<file path="config.mk">
export PLATFORM = sky130hd
export DESIGN_NAME = i2c_fifo_block
export DESIGN_NICKNAME = d
export VERILOG_FILES = /design/src/rtl/i2c_fifo_pkg.sv /design/src/rtl/i2c_sync_fifo.sv /design/src/rtl/i2c_fifo_block.sv
export SDC_FILE = /design/constraint.sdc
export NUM_CORES = 1
export LEC_CHECK = 0
export ABC_AREA = 1
export BUFFER_PORTS_ARGS = -buffer_cell sky130_fd_sc_hd__buf_2
export CAP_MARGIN = 40
export CORE_ASPECT_RATIO = 0.5
export CORE_MARGIN = 2
export CORE_UTILIZATION = 50
export CTS_CLUSTER_SIZE = 25
export DETAILED_ROUTE_END_ITERATION = 6
export PLACE_DENSITY = 0.7
export SYNTH_ARGS = -nofsm -noshare
export SYNTH_HDL_FRONTEND = slang
export SYNTH_HIERARCHICAL = 1
export SYNTH_SLANG_ARGS = --single-unit
</file>
<file path="constraint.sdc">
create_clock -name i2c_core_clock_i -period 2.4 [get_ports i2c_core_clock_i]
set_clock_uncertainty 0.05 [all_clocks]
set_input_delay 0.12 -clock i2c_core_clock_i [delete_from_list [all_inputs] [get_ports i2c_core_clock_i]]
set_output_delay 0.12 -clock i2c_core_clock_i [all_outputs]
set_load 0.1 [all_outputs]
</file>
<file path="src/rtl/i2c_fifo_pkg.sv">
// i2c_fifo_pkg: shared sizing constants for the I2C transmit/receive FIFO pair.
package i2c_fifo_pkg;
  localparam int DATA_WIDTH = 8;
  localparam int DEPTH      = 16;
  localparam int ADDR_WIDTH = $clog2(DEPTH);
  localparam int CNT_WIDTH  = ADDR_WIDTH + 1;
  function automatic int cnt_width(input int depth);
    return $clog2(depth) + 1;
  endfunction
endpackage

</file>
<file path="src/rtl/i2c_sync_fifo.sv">
// i2c_sync_fifo: single-clock first-word-fall-through FIFO with count, flags and error pulses.
module i2c_sync_fifo
  import i2c_fifo_pkg::*;
#(
  parameter int DW = DATA_WIDTH,
  parameter int DP = DEPTH,
  parameter int AW = ADDR_WIDTH,
  parameter int CW = CNT_WIDTH
) (
  input  logic          clk,
  input  logic          rst_n,
  input  logic          clr,
  input  logic          push,
  input  logic          pop,
  input  logic [DW-1:0] din,
  output logic [DW-1:0] dout,
  output logic          empty,
  output logic          full,
  output logic [CW-1:0] count,
  output logic          overflow,
  output logic          underflow
);
  logic [DW-1:0] mem [DP];
  logic [AW-1:0] wr_ptr, rd_ptr;
  logic do_push, do_pop;
  assign empty     = count == '0;
  assign full      = count == CW'(DP);
  // a pop on a full FIFO frees the slot the simultaneous push writes into
  assign do_push   = push && !clr && (!full || pop);
  assign do_pop    = pop && !clr && !empty;
  assign overflow  = push && !clr && full && !pop;
  assign underflow = pop && !clr && empty && !push;
  assign dout      = empty ? '0 : mem[rd_ptr];
  always_ff @(posedge clk)
    if (do_push) mem[wr_ptr] <= din;
  always_ff @(posedge clk or negedge rst_n)
    if (!rst_n) begin
      wr_ptr <= '0;
      rd_ptr <= '0;
      count  <= '0;
    end else if (clr) begin
      wr_ptr <= '0;
      rd_ptr <= '0;
      count  <= '0;
    end else begin
      if (do_push) wr_ptr <= wr_ptr + 1'b1;
      if (do_pop) rd_ptr <= rd_ptr + 1'b1;
      count <= count + CW'(do_push) - CW'(do_pop);
    end
endmodule

</file>
<file path="src/rtl/i2c_fifo_block.sv">
// i2c_fifo_block: transmit and receive FIFOs in front of the I2C master, with sticky error flags.
module i2c_fifo_block
  import i2c_fifo_pkg::*;
#(
  parameter int DATA_WIDTH = i2c_fifo_pkg::DATA_WIDTH,
  parameter int DEPTH      = i2c_fifo_pkg::DEPTH,
  parameter int ADDR_WIDTH = i2c_fifo_pkg::ADDR_WIDTH,
  parameter int CNT_WIDTH  = i2c_fifo_pkg::CNT_WIDTH
) (
  input  logic                  i2c_core_clock_i,
  input  logic                  reset_bit_i,
  input  logic                  flush_i,
  input  logic                  tx_wr_en_i,
  input  logic [DATA_WIDTH-1:0] tx_data_i,
  input  logic                  tx_rd_en_i,
  output logic [DATA_WIDTH-1:0] tx_data_o,
  output logic                  trans_fifo_empty_o,
  output logic                  trans_fifo_full_o,
  output logic [CNT_WIDTH-1:0]  tx_count_o,
  output logic                  tx_overflow_o,
  input  logic                  rx_wr_en_i,
  input  logic [DATA_WIDTH-1:0] rx_data_i,
  input  logic                  rx_rd_en_i,
  output logic [DATA_WIDTH-1:0] rx_data_o,
  output logic                  rev_fifo_empty_o,
  output logic                  rev_fifo_full_o,
  output logic [CNT_WIDTH-1:0]  rx_count_o,
  output logic                  rx_underflow_o,
  output logic                  rx_overflow_o
);
  logic tx_ovf, tx_unused_udf, rx_ovf, rx_udf;
  i2c_sync_fifo #(.DW(DATA_WIDTH), .DP(DEPTH), .AW(ADDR_WIDTH), .CW(CNT_WIDTH)) u_tx (
    .clk(i2c_core_clock_i), .rst_n(reset_bit_i), .clr(flush_i),
    .push(tx_wr_en_i), .pop(tx_rd_en_i), .din(tx_data_i), .dout(tx_data_o),
    .empty(trans_fifo_empty_o), .full(trans_fifo_full_o), .count(tx_count_o),
    .overflow(tx_ovf), .underflow(tx_unused_udf)
  );
  i2c_sync_fifo #(.DW(DATA_WIDTH), .DP(DEPTH), .AW(ADDR_WIDTH), .CW(CNT_WIDTH)) u_rx (
    .clk(i2c_core_clock_i), .rst_n(reset_bit_i), .clr(flush_i),
    .push(rx_wr_en_i), .pop(rx_rd_en_i), .din(rx_data_i), .dout(rx_data_o),
    .empty(rev_fifo_empty_o), .full(rev_fifo_full_o), .count(rx_count_o),
    .overflow(rx_ovf), .underflow(rx_udf)
  );
  always_ff @(posedge i2c_core_clock_i or negedge reset_bit_i)
    if (!reset_bit_i) {tx_overflow_o, rx_overflow_o, rx_underflow_o} <= '0;
    else {tx_overflow_o, rx_overflow_o, rx_underflow_o} <= flush_i ? 3'b000 :
      {tx_overflow_o | tx_ovf, rx_overflow_o | rx_ovf, rx_underflow_o | rx_udf};
endmodule

</file>
After elaboration in Yosys (flattened, before gate mapping). Memories as Yosys holds them, arrays and structs flattened. Cells that the tools add are included.

Bitwise logic cells: 3. Eq/ne operators: 2. Mux-type cells: 17. Reductions and logical operators: 30. Add/subtract/negate cells: 8.

Operators by type and width (number): $mux W4 (8); $add A4 B1 Y4 const B (4); $mux W8 (2); $logic_and A1 B1 Y1 (14); $add A5 B1 Y5 (2); $eq A5 B5 Y1 const B (2); $logic_not A5 Y1 (2); $mux W5 (2); $sub A5 B1 Y5 (2); $logic_not A1 Y1 (8); $reduce_bool A2 Y1 (4); $mux W1 (4); $mux W3 (1); $or A1 B1 Y1 (3); $logic_or A1 B1 Y1 (2).

Input bits: 23. Register bits after elaboration: 29. Memories kept: 2. Output and inout bits: 33. Word-level logic and storage cells: 71. RAM bits: 256.

Memory list: u_rx.mem (words 16, width 8, read ports 1, clocked after memory_dff 0, wr ports 1, RTL line i2c_sync_fifo.sv:23) `logic [DW-1:0] mem [DP];`; u_tx.mem (words 16, width 8, read ports 1, clocked after memory_dff 0, wr ports 1, RTL line i2c_sync_fifo.sv:23).

Longest topological paths before layout. Gate-level depths: netlist (run 1).

Word-level depth: 7. Mapped depth: 18.

By module. The synthesis (run 1) kept the hierarchy.

Modules (own cells, without submodules): i2c_sync_fifo (u_rx) (area each 6117.1 um^2, instances 1, cells each 569, seq. area each 4169.0 um^2); i2c_sync_fifo (u_tx) (area each 6112.1 um^2, instances 1, cells each 568, seq. area each 4169.0 um^2); i2c_fifo_block (area each 97.6 um^2, instances 1, cells each 9, seq. area each 75.1 um^2).

Least setup slack after synthesis (run 1). No wires, ideal clock.

Path type: reg2reg. Start point: register u_rx.count[3]. End point: register u_rx.count[4]. Buffers on the path: 0. Clock period less this slack: 4350 ps. Required time: 2232 ps. Stages on the path, launching flop included: 18. Arrival: 4182 ps. Setup time: 118 ps. Slack: -1950 ps. Cell sequence: dfrtp_1 inv_1 ha_1 nand3_1 nor2_1 nand2_1 nand2_2 ha_1 inv_1 ha_1 inv_1 fa_1 inv_1 nand2_1 a21oi_1 nor2_1 nor2_1 nor2_1.

Word-level cells in the longest chain between the ends: 7. Elaborated cells on any way between the ends: 10. Those cells by class: add/sub (2); eq/ne (1); mux (1); reduce/logical (6).

RTL lines: start: declaration (RTL line i2c_sync_fifo.sv:19) `output logic [CW-1:0] count,`; start signal: assignment (RTL line i2c_sync_fifo.sv:48) `count <= count + CW'(do_push) - CW'(do_pop);`; $eq A5 B5 Y1 (RTL line i2c_sync_fifo.sv:27) `assign full = count == CW'(DP);`; named net rev_fifo_full_o (RTL line i2c_fifo_block.sv:26) `output logic rev_fifo_full_o,`; $logic_not A1 Y1 (RTL line i2c_sync_fifo.sv:29) `assign do_push = push && !clr && (!full || pop);`; $logic_or A1 B1 Y1 (RTL line i2c_sync_fifo.sv:29); $logic_and A1 B1 Y1 (RTL line i2c_sync_fifo.sv:29); $add A5 B1 Y5 (RTL line i2c_sync_fifo.sv:48); $sub A5 B1 Y5 (RTL line i2c_sync_fifo.sv:48); $mux W5 (RTL line i2c_sync_fifo.sv:41) `end else if (clr) begin`.

The timed path passes the listed nets, and every way through them passes these cells. A chain may end at the register's enable or synchronous reset.

Worst setup path in the final report (run 1).
Start point: register u_tx.count[2]. End point: register u_tx.count[4].

Word-level cells in the longest chain between the ends: 7. Elaborated cells on any way between the ends: 10. Those cells by class: add/sub (2); eq/ne (1); mux (1); reduce/logical (6).

RTL lines (RTL line): start: declaration (i2c_sync_fifo.sv:19); start signal: assignment (i2c_sync_fifo.sv:48); $eq A5 B5 Y1 (i2c_sync_fifo.sv:27); $logic_not A1 Y1 (i2c_sync_fifo.sv:29); $logic_or A1 B1 Y1 (i2c_sync_fifo.sv:29); $logic_and A1 B1 Y1 (i2c_sync_fifo.sv:29); $add A5 B1 Y5 (i2c_sync_fifo.sv:48); $sub A5 B1 Y5 (*) (i2c_sync_fifo.sv:48); $mux W5 (*) (i2c_sync_fifo.sv:41).

Mark *: on every way between the ends. The rest lies on a longest branch, timed or not.

==> metrics.cfg, run 1 <==
[drt]
wl_um=28600
drtIter0Drc=841
drtPass1Iterations=6
drt.antenna.violating_nets=0
wire_per_inst_um=17.8
vias=8603
vias_per_cell=5.36
drc_errors=0

[setup_path]
crit_required_ns=2.81
critPathKind=register to register
crit_cells=18
worst-path-max-fanout=2
slowest_stage=dfrtp_4
slowest_delay_ns=0.49
crit_path_cell_trace=inv_4 -> ha_4 -> nand3_4 -> nor2_4 -> nand2_2 -> nand2_4 -> ha_4 -> inv_2 -> ha_4 -> inv_2 -> fa_2 -> inv_2 -> nand2_2 -> a21oi_2 -> nor2_2 -> nand2_1 -> nand2_1 -> nor2_1
startpoint_type=register
crit_arrival_ns=2.86
critPathTopFamily=adder cells
r2r_cells=18
crit_path_end_kind=register
path_buf_inv=4

[timing]
rsz0062_at_grt=true
min_period_over_period=1.02
min_period_ns=2.45
drv_slew=0
setup_viol=1
tns_ns=-0.0471
hold_viol=0
slew_headroom=0.523
fin_ws_ns=-0.0471
clock.fmax_ghz=0.409
worst_pin_slew_ns=0.714

[clock_tree]
cts_num_sinks=285
root_buffer=clkbuf_16
clock_path_buffers=3
numCtsBuffers=25
cts_tree=done
clk_pin_slew_ns=0.07
clock_latency_ns=0.53
cts_htree_levels=1

[grt]
gr-total-overflow=0
grt.total_usage=0.220
grt_pass1_wl_um=43800
grt_max_degree=66
grt_pass1_vias=8237
antenna_found_initial=0

[floorplanning]
io_pins=56
die_w_um=226
num_rows=40
core_um2=24100
die_y_um=115
die-area_um2=26000
initial_core_util=0.512

[cells_and_area]
final_util=0.618
stdcell_count=1606
syn_to_final_growth_pct=20.7
nNetsFinal=1303
multiInputGateArea_um2=3740
fillCellCount=1861
num_antenna_cells=0
drive_above_1_share=0.188
seq_area_um2=8440

[worst_hold_path]
hold_path_class=input port to register
holdPathStages=6

[power]
power_frac_comb=0.431
power.switching_mw=6.86
p_clk_frac=0.231
power.internal_mw=10.1
finalPower_mw=17.0
power_frac_seq=0.339
p_per_area_nw_per_um2=1140
ir_drop_v=0.00175
p_sw_frac=0.403
p_leak_nw=5.89

[placement]
dpl.hpwl_um=17700
dp_cells=1527
port_buffers=55
gp_congestion=0.863

[status]
status=finished with violations
violations=setup timing

[synth]
synth_nets=1192
ys_warn_count=6
avgSynthCellArea_um2=10.8
synth_area_um2=12300
syn_inst=1145

[job]
drv_cap=0

-- power groups by stage --
| stage | clock network (mW) | logic, mW | registers, mW |
|---|---|---|---|
| finish | 3.92 | 7.32 | 5.76 |
| global route | 4.17 | 7.75 | 5.78 |
| CTS | 3.97 | 6.87 | 5.74 |
| detailed placement | 0 | 6.70 | 5.84 |
| global placement | 0 | 6.62 | 5.83 |
| floorplan | 0 | 4.32 | 6.32 |
-- state kept, by name, summed over array words and instances, names as in the netlist --
name            cells
u_rx/mem          128
u_tx/mem          128
u_rx/count          5
u_tx/count          5
u_rx/rd_ptr         4
u_rx/wr_ptr         4
u_tx/rd_ptr         4
u_tx/wr_ptr         4
rx_overflow_o       1
rx_underflow_o      1
tx_overflow_o       1
-- final timing paths --
| kind | from | end | slack (ns) |
|---|---|---|---|
| worst max-delay path | u_tx/count[2] | u_tx/count[4] | -0.05 |
| worst min-delay path | rx_rd_en_i | rx_overflow_o | 0.02 |
| max in group asynchronous | reset_bit_i | u_tx/count[2] | 1.64 |
| min in group asynchronous | reset_bit_i | rx_underflow_o | 0.13 |
| worst min register to register | rx_underflow_o | rx_underflow_o | 0.45 |
| worst max register to register | u_tx/count[2] | u_tx/count[4] | -0.05 |
-- worst reg2reg max path: cells and delay by family, from the launching register on --
kind,cells,cell delay [ns]
simple gates,9,0.67
compound gates,1,0.14
buf+inv,4,0.22
flops,1,0.49
fa+ha+maj,4,0.80
-- timing repair --
action	CTS	global route
hold buffers	21	0
endpoints found under the hold margin	294	0
resized for setup	16	54
gates cloned	0	5
buffers inserted	5	7
pin swaps	8	7
setup endpoints to repair	18	42
-- through the flow --
step / setup slack [ns] / cell area (um2) / hold slack [ns]
6_report: -0.0471 / 14900 / 0.0160
5_1_grt: -0.163 / 14900 / 0.0407
4_1_cts: -0.00980 / 14500 / 0.00189
3_5_place_dp: -0.0744 / 13400 / 0.156
3_3_place_gp: -0.0149 / 13400 / 0.139
2_1_floorplan: -0.691 / 12500 / -0.226
-- metal layers --
| metal | vias to the layer above | share of wire | GRT usage |
|---|---|---|---|
| met5 | - | 0 | 0 |
| met3 | 37 | 0.067 | 0.0340 |
| met1 | 4221 | 0.43 | 0.305 |
| li1 | 4046 | - | - |
| met2 | 299 | 0.49 | 0.373 |
| met4 | 0 | 0.017 | 0.0446 |
-- area by class of cell --
| type | instances | share of cell area |
|---|---|---|
| multi-input cells | 763 | 0.252 |
| flip-flops and latches | 285 | 0.568 |
| well taps | 336 | 0.0283 |
| clock inverters | 9 | 0.00782 |
| clock buffers | 32 | 0.0438 |
| inverters | 56 | 0.0168 |
| repair buffers | 125 | 0.0840 |
-- cell usage in the layout, fill, tap and decap left out, types with 5 or more instances in the layout --
cell type,n
buf_4,36
buf_2,39
clkinv_2,6
nand2_1,439
clkinv_1,5
dfrtp_1,14
ha_4,6
inv_2,11
nor2_4,18
dlygate4sd3_1,21
nor2_1,77
a21oi_1,48
clkbuf_16,29
inv_4,6
nand3_1,93
xor2_1,7
edfxtp_1,256
a21oi_2,6
o21ai_0,6
nor2_2,18
dfrtp_2,11
ha_1,16
buf_12,22
nand2_2,5
inv_1,29
clkbuf_1,7
Note: power is estimated with default switching activity, not from simulation.
==> run 2, diff against run 1 <==
- PLACE_DENSITY: 0.7 -> unset
- PLACE_DENSITY_LB_ADDON: unset -> 0.08
==> run 2 against run 1 <==
The run still ends with setup timing left. Count of clock-buffer cells in the layout decreased by 1. Clock power about the same. Sequential cell count unchanged. Non-clock buffer count increased by 29. Sequential power about the same. Critical path depth unchanged.
==> metrics.cfg, run 2 (synthesis gave the netlist of run 1 again) <==
[setup_path]
critPathKind=register to register
startpoint_type=register
crit_required_ns=2.81
worst-path-max-fanout=2
crit_arrival_ns=2.91
slowest_delay_ns=0.49
crit_path_end_kind=register
crit_path_cell_trace=inv_4 -> ha_4 -> nand3_4 -> nor2_4 -> nand2_4 -> nand2_4 -> ha_4 -> inv_2 -> ha_4 -> inv_2 -> fa_2 -> inv_2 -> nand2_2 -> a21oi_2 -> nor2_2 -> nand2_1 -> nand2_1 -> nor2_1
path_buf_inv=4
rrSetupSlack_ns=-0.10
critPathTopFamily=adder cells
slowest_stage=dfrtp_4

[grt]
grt_max_degree=66
grt.total_usage=0.226
grt_pass1_vias=8257
grt_pass1_wl_um=44600
gr-total-overflow=0
antenna_found_initial=0

[power]
p_leak_nw=6.13
ir_drop_v=0.00147
p_clk_frac=0.219
power.internal_mw=10.5
power_frac_comb=0.455
power.switching_mw=7.28
p_per_area_nw_per_um2=1160
power_frac_seq=0.326
p_sw_frac=0.409

[cells_and_area]
stdcell_count=1639
drive_above_1_share=0.239
syn_to_final_growth_pct=24.7
final_util=0.638
fillCellCount=1878
mostFrequentLayoutCell=nand2_1
multiInputGateArea_um2=3800
reg_top3=u_rx/mem: 128 flops, u_tx/mem: 128 flops
fin_area_um2=15400
num_antenna_cells=0
final_cell_mix=nand2_1, edfxtp_1, nand3_1
seq_area_um2=8440
nNetsFinal=1332

[status]
violations=setup timing
status=finished with violations

[timing]
drv_slew=0
clock.fmax_ghz=0.400
whs_ns=0.0468
fin_ws_ns=-0.101
min_period_ns=2.50
hold_viol=0
setup_viol=1
rsz0062_at_grt=true
worst_pin_slew_ns=0.819
min_period_over_period=1.04
slew_headroom=0.452

[job]
drv_cap=0

[drt]
drt.antenna.violating_nets=0
vias_per_cell=5.32
drtPass1Iterations=5
wire_per_inst_um=18.7
drc_errors=0
vias=8720
wl_um=30700
drtIter0Drc=595

[floorplanning]
initial_core_util=0.512
die_y_um=115
die_w_um=226
die-area_um2=26000
core_um2=24100
num_rows=40
io_pins=56

[placement]
place_area_um2=13500
dp_cells=1526
gp_congestion=0.870
port_buffers=55
dpl.hpwl_um=17600
pre_cts_ws_ns=-0.0566

[clock_tree]
root_buffer=clkbuf_16
clock_path_buffers=3
clock_latency_ns=0.53
cts_tree=done
cts_num_sinks=285
cts_htree_levels=1
numCtsBuffers=25
clk_pin_slew_ns=0.07

[worst_hold_path]
hold_path_class=input port to register

run 2: cell types whose count changed in the layout (fill, tap and decap cells not counted), moves of 3 or more:
cell	change
a21oi_1	-3
a21oi_2	+3
buf_12	+3
buf_16	+3
buf_4	+15
clkbuf_16	+4
nand2_1	-14
nand2_2	+13
nor2_1	-17
nor2_2	+23
nor2_4	-7
run 2: power groups by stage:
stage	logic [mW]	clock network (mW)	registers, mW
final	8.10	3.89	5.79
after global routing	8.54	4.15	5.81
after CTS	7.16	3.96	5.77
after detailed placement	6.77	0	5.86
after global placement	6.73	0	5.86
after floorplan	4.32	0	6.32
run 2: area by class of cell:
type                    count  area share
inverters                  56      0.0169
clock inverters            14     0.00790
repair buffers            154       0.108
multi-input cells         762       0.247
clock buffers              31      0.0422
flip-flops and latches    285       0.550
repair inverters            1    0.000570
well taps                 336      0.0274
run 2: layer usage:
layer	global-route usage	routed length [um]
met1	0.300	13100
met2	0.400	15100
met3	0.0386	1820
met4	0.0442	633
met5	0	0
run 2: tightest hold or removal path, delay by kind of cell:
kind                   cells  cell delay (ns)
and+or+nand+nor            3             0.23
buffers and inverters      3             0.26
run 2: per-stage QoR:
| stage | total power, mW | TNS [ns] |
|---|---|---|
| 4_1_cts | 16.9 | -0.0218 |
| 5_1_grt | 18.5 | -0.791 |
| 2_1_floorplan | 10.6 | -4.08 |
| 6_report | 17.8 | -0.101 |
| 3_5_place_dp | 12.6 | -0.0815 |
| 3_3_place_gp | 12.6 | -0.00399 |
run 2: timing repair:
action,in CTS,in global routing
endpoints found under the setup margin,18,118
endpoints found under the hold margin,294,0
cloned,3,12
pin swaps,11,31
hold buffers,22,0
resized for setup,16,87
buffers inserted,16,17
run 2: path summary, 6_finish.rpt:
check | start | to | cells past startpoint
max in group asynchronous | reset_bit_i | u_rx/count[2] | 2
min in group asynchronous | reset_bit_i | tx_overflow_o | 2
worst max register to register | u_rx/count[3] | u_rx/count[4] | 18
worst min-delay path | tx_rd_en_i | u_tx/wr_ptr[2] | 6
worst min register to register | rx_underflow_o | rx_underflow_o | 2
worst max-delay path | u_rx/count[3] | u_rx/count[4] | 18
==> run 3, diff against run 2 <==
- SKIP_LAST_GASP: unset -> 1
- SLEW_MARGIN: unset -> 20
- TNS_END_PERCENT: unset -> 10
==> run 3 against run 2 <==
The flow still finishes with violations (setup timing). Register-to-register slack is essentially flat. First-iteration DRC count up 25%. Non-clock buffer count is 14 lower. Core utilization shrank 1.6 points. Final area down 2.5%. Setup slack improved by 0.014 ns. Critical path type unchanged.
==> metrics.cfg, run 3 (synthesis gave the netlist of run 1 again) <==
[status]
status=finished with violations
violations=setup timing

[placement]
port_buffers=55
dpl.hpwl_um=17700
gp_congestion=0.824
pre_cts_ws_ns=-0.0508

[power]
p_sw_frac=0.404
p_per_area_nw_per_um2=1150
power.switching_mw=6.99
p_clk_frac=0.240
power.internal_mw=10.3
p_leak_nw=6.03
ir_drop_v=0.00172
power_frac_seq=0.334
power_frac_comb=0.425

[setup_path]
crit_path_cell_trace=inv_4 -> ha_4 -> nand4_1 -> nand2_1 -> inv_2 -> ha_4 -> inv_4 -> ha_4 -> inv_2 -> fa_2 -> inv_2 -> nand2_2 -> a21oi_2 -> nor2_1 -> nand2_1 -> nand2_1 -> nor2_1
critPathKind=register to register
crit_required_ns=2.83
slowest_stage=dfrtp_4
crit_path_end_kind=register
slowest_delay_ns=0.49
critPathTopFamily=adder cells
worst-path-max-fanout=3
crit_arrival_ns=2.91
startpoint_type=register
path_buf_inv=5

[timing]
tns_ns=-0.114
min_period_over_period=1.04
slew_headroom=0.465
hold_viol=0
min_period_ns=2.49
fin_ws_ns=-0.0865
worst_pin_slew_ns=0.799
drv_slew=0
setup_viol=3
rsz0062_at_grt=true
clock.fmax_ghz=0.402

[clock_tree]
clock_path_buffers=3
clk_pin_slew_ns=0.07
root_buffer=clkbuf_16
clock_latency_ns=0.55
cts_tree=done
cts_htree_levels=1
numCtsBuffers=26
cts_num_sinks=285

[drt]
wl_met1_um=13100
top_layer=met4
vias=8406
wl_met2_um=13600
vias_per_cell=5.16
wl_met3_um=1630
wire_per_inst_um=17.8
drc_errors=0
drtIter0Drc=745
drt.antenna.violating_nets=0
wl_um=29000
drtPass1Iterations=5

[grt]
grt_pass1_wl_um=44100
grt_pass1_vias=8024
grt_max_degree=39
grt.total_usage=0.225
gr-total-overflow=0
antenna_found_initial=0

[floorplanning]
core_um2=24100
die-area_um2=26000
initial_core_util=0.512
num_rows=40
die_y_um=115
die_w_um=226
io_pins=56

[job]
drv_cap=0

[cells_and_area]
nNetsFinal=1319
mostFrequentLayoutCell=nand2_1
fillCellCount=1932
final_cell_mix=nand2_1, edfxtp_1, nor2_1, nand3_1, a21oi_1
num_antenna_cells=0
drive_above_1_share=0.189
syn_to_final_growth_pct=21.6
reg_top3=u_rx/mem: 128 flops, u_tx/mem: 128 flops

[worst_hold_path]
hold_path_class=input port to register

## run 3: changes by cell type in the layout (fill, tap and decap cells not counted), sizes merged, moves of 2 or more
cell	delta
buf	-9
bufbuf	+2
clkbuf	-3
clkinv	-2
clkinvlp	+2
## run 3: worst register-to-register path, stage by stage, from the launching register on
cell and delay [ns]:
dfrtp_4 0.49, inv_4 0.07, ha_4 0.15, nand4_1 0.11, nand2_1 0.13, inv_2 0.07
ha_4 0.24, inv_4 0.05, ha_4 0.13, inv_2 0.04, fa_2 0.37, inv_2 0.07
nand2_2 0.05, a21oi_2 0.13, nor2_1 0.06, nand2_1 0.05, nand2_1 0.05, nor2_1 0.11
## run 3: worst paths after layout
check                              start  slack (ns)  cells past startpoint              to
max                        u_rx/count[3]       -0.09                     17   u_rx/count[4]
min                           tx_rd_en_i        0.07                      6  u_tx/wr_ptr[2]
max reg2reg                u_rx/count[3]       -0.09                     17   u_rx/count[4]
min reg2reg                tx_overflow_o        0.44                      2   tx_overflow_o
max in group asynchronous    reset_bit_i        1.65                      2   u_tx/count[2]
min in group asynchronous    reset_bit_i        0.11                      2  u_tx/rd_ptr[0]
## run 3: area by class of cell
type	instances	area [um2]	share of cell area
clock buffers	34	722	0.0482
clock inverters	14	133	0.00885
inverters	56	256	0.0171
multi-input cells	763	3630	0.242
flip-flops and latches	285	8440	0.563
well taps	336	420	0.0281
repair buffers	140	1390	0.0924
## run 3: timing repair
action,CTS,global route
buffers inserted,5,12
hold endpoints to repair,293,0
setup endpoints to repair,34,114
gates cloned,3,2
hold buffers,21,0
resized for setup,19,44
pin swaps,2,21
## run 3: power groups by stage
stage                     registers (mW)  clock network, mW  logic, mW
after global routing                5.80               4.45       7.80
after CTS                           5.77               4.24       6.98
after detailed placement            5.87                  0       6.66
after floorplan                     6.32                  0       4.20
final                               5.78               4.16       7.35
after global placement              5.86                  0       6.60
## run 3: routing by layer
metal,up-vias,GRT usage
met2,242,0.367
met1,4034,0.317
met4,0,0.0552
met5,-,0
li1,4082,-
met3,48,0.0401
## run 3: through the flow
step	power, mW	cell area [um2]	utilization	std cells	hold slack [ns]
global route	18.1	15000	0.623	1628	0.0795
finish	17.3	15000	0.623	1628	0.0705
CTS	17.0	14700	0.611	1614	0.0414
detailed placement	12.5	13500	0.559	1537	0.168
global placement	12.5	13500	0.559	1537	0.161
floorplan	10.5	12500	-	1145	-0.226
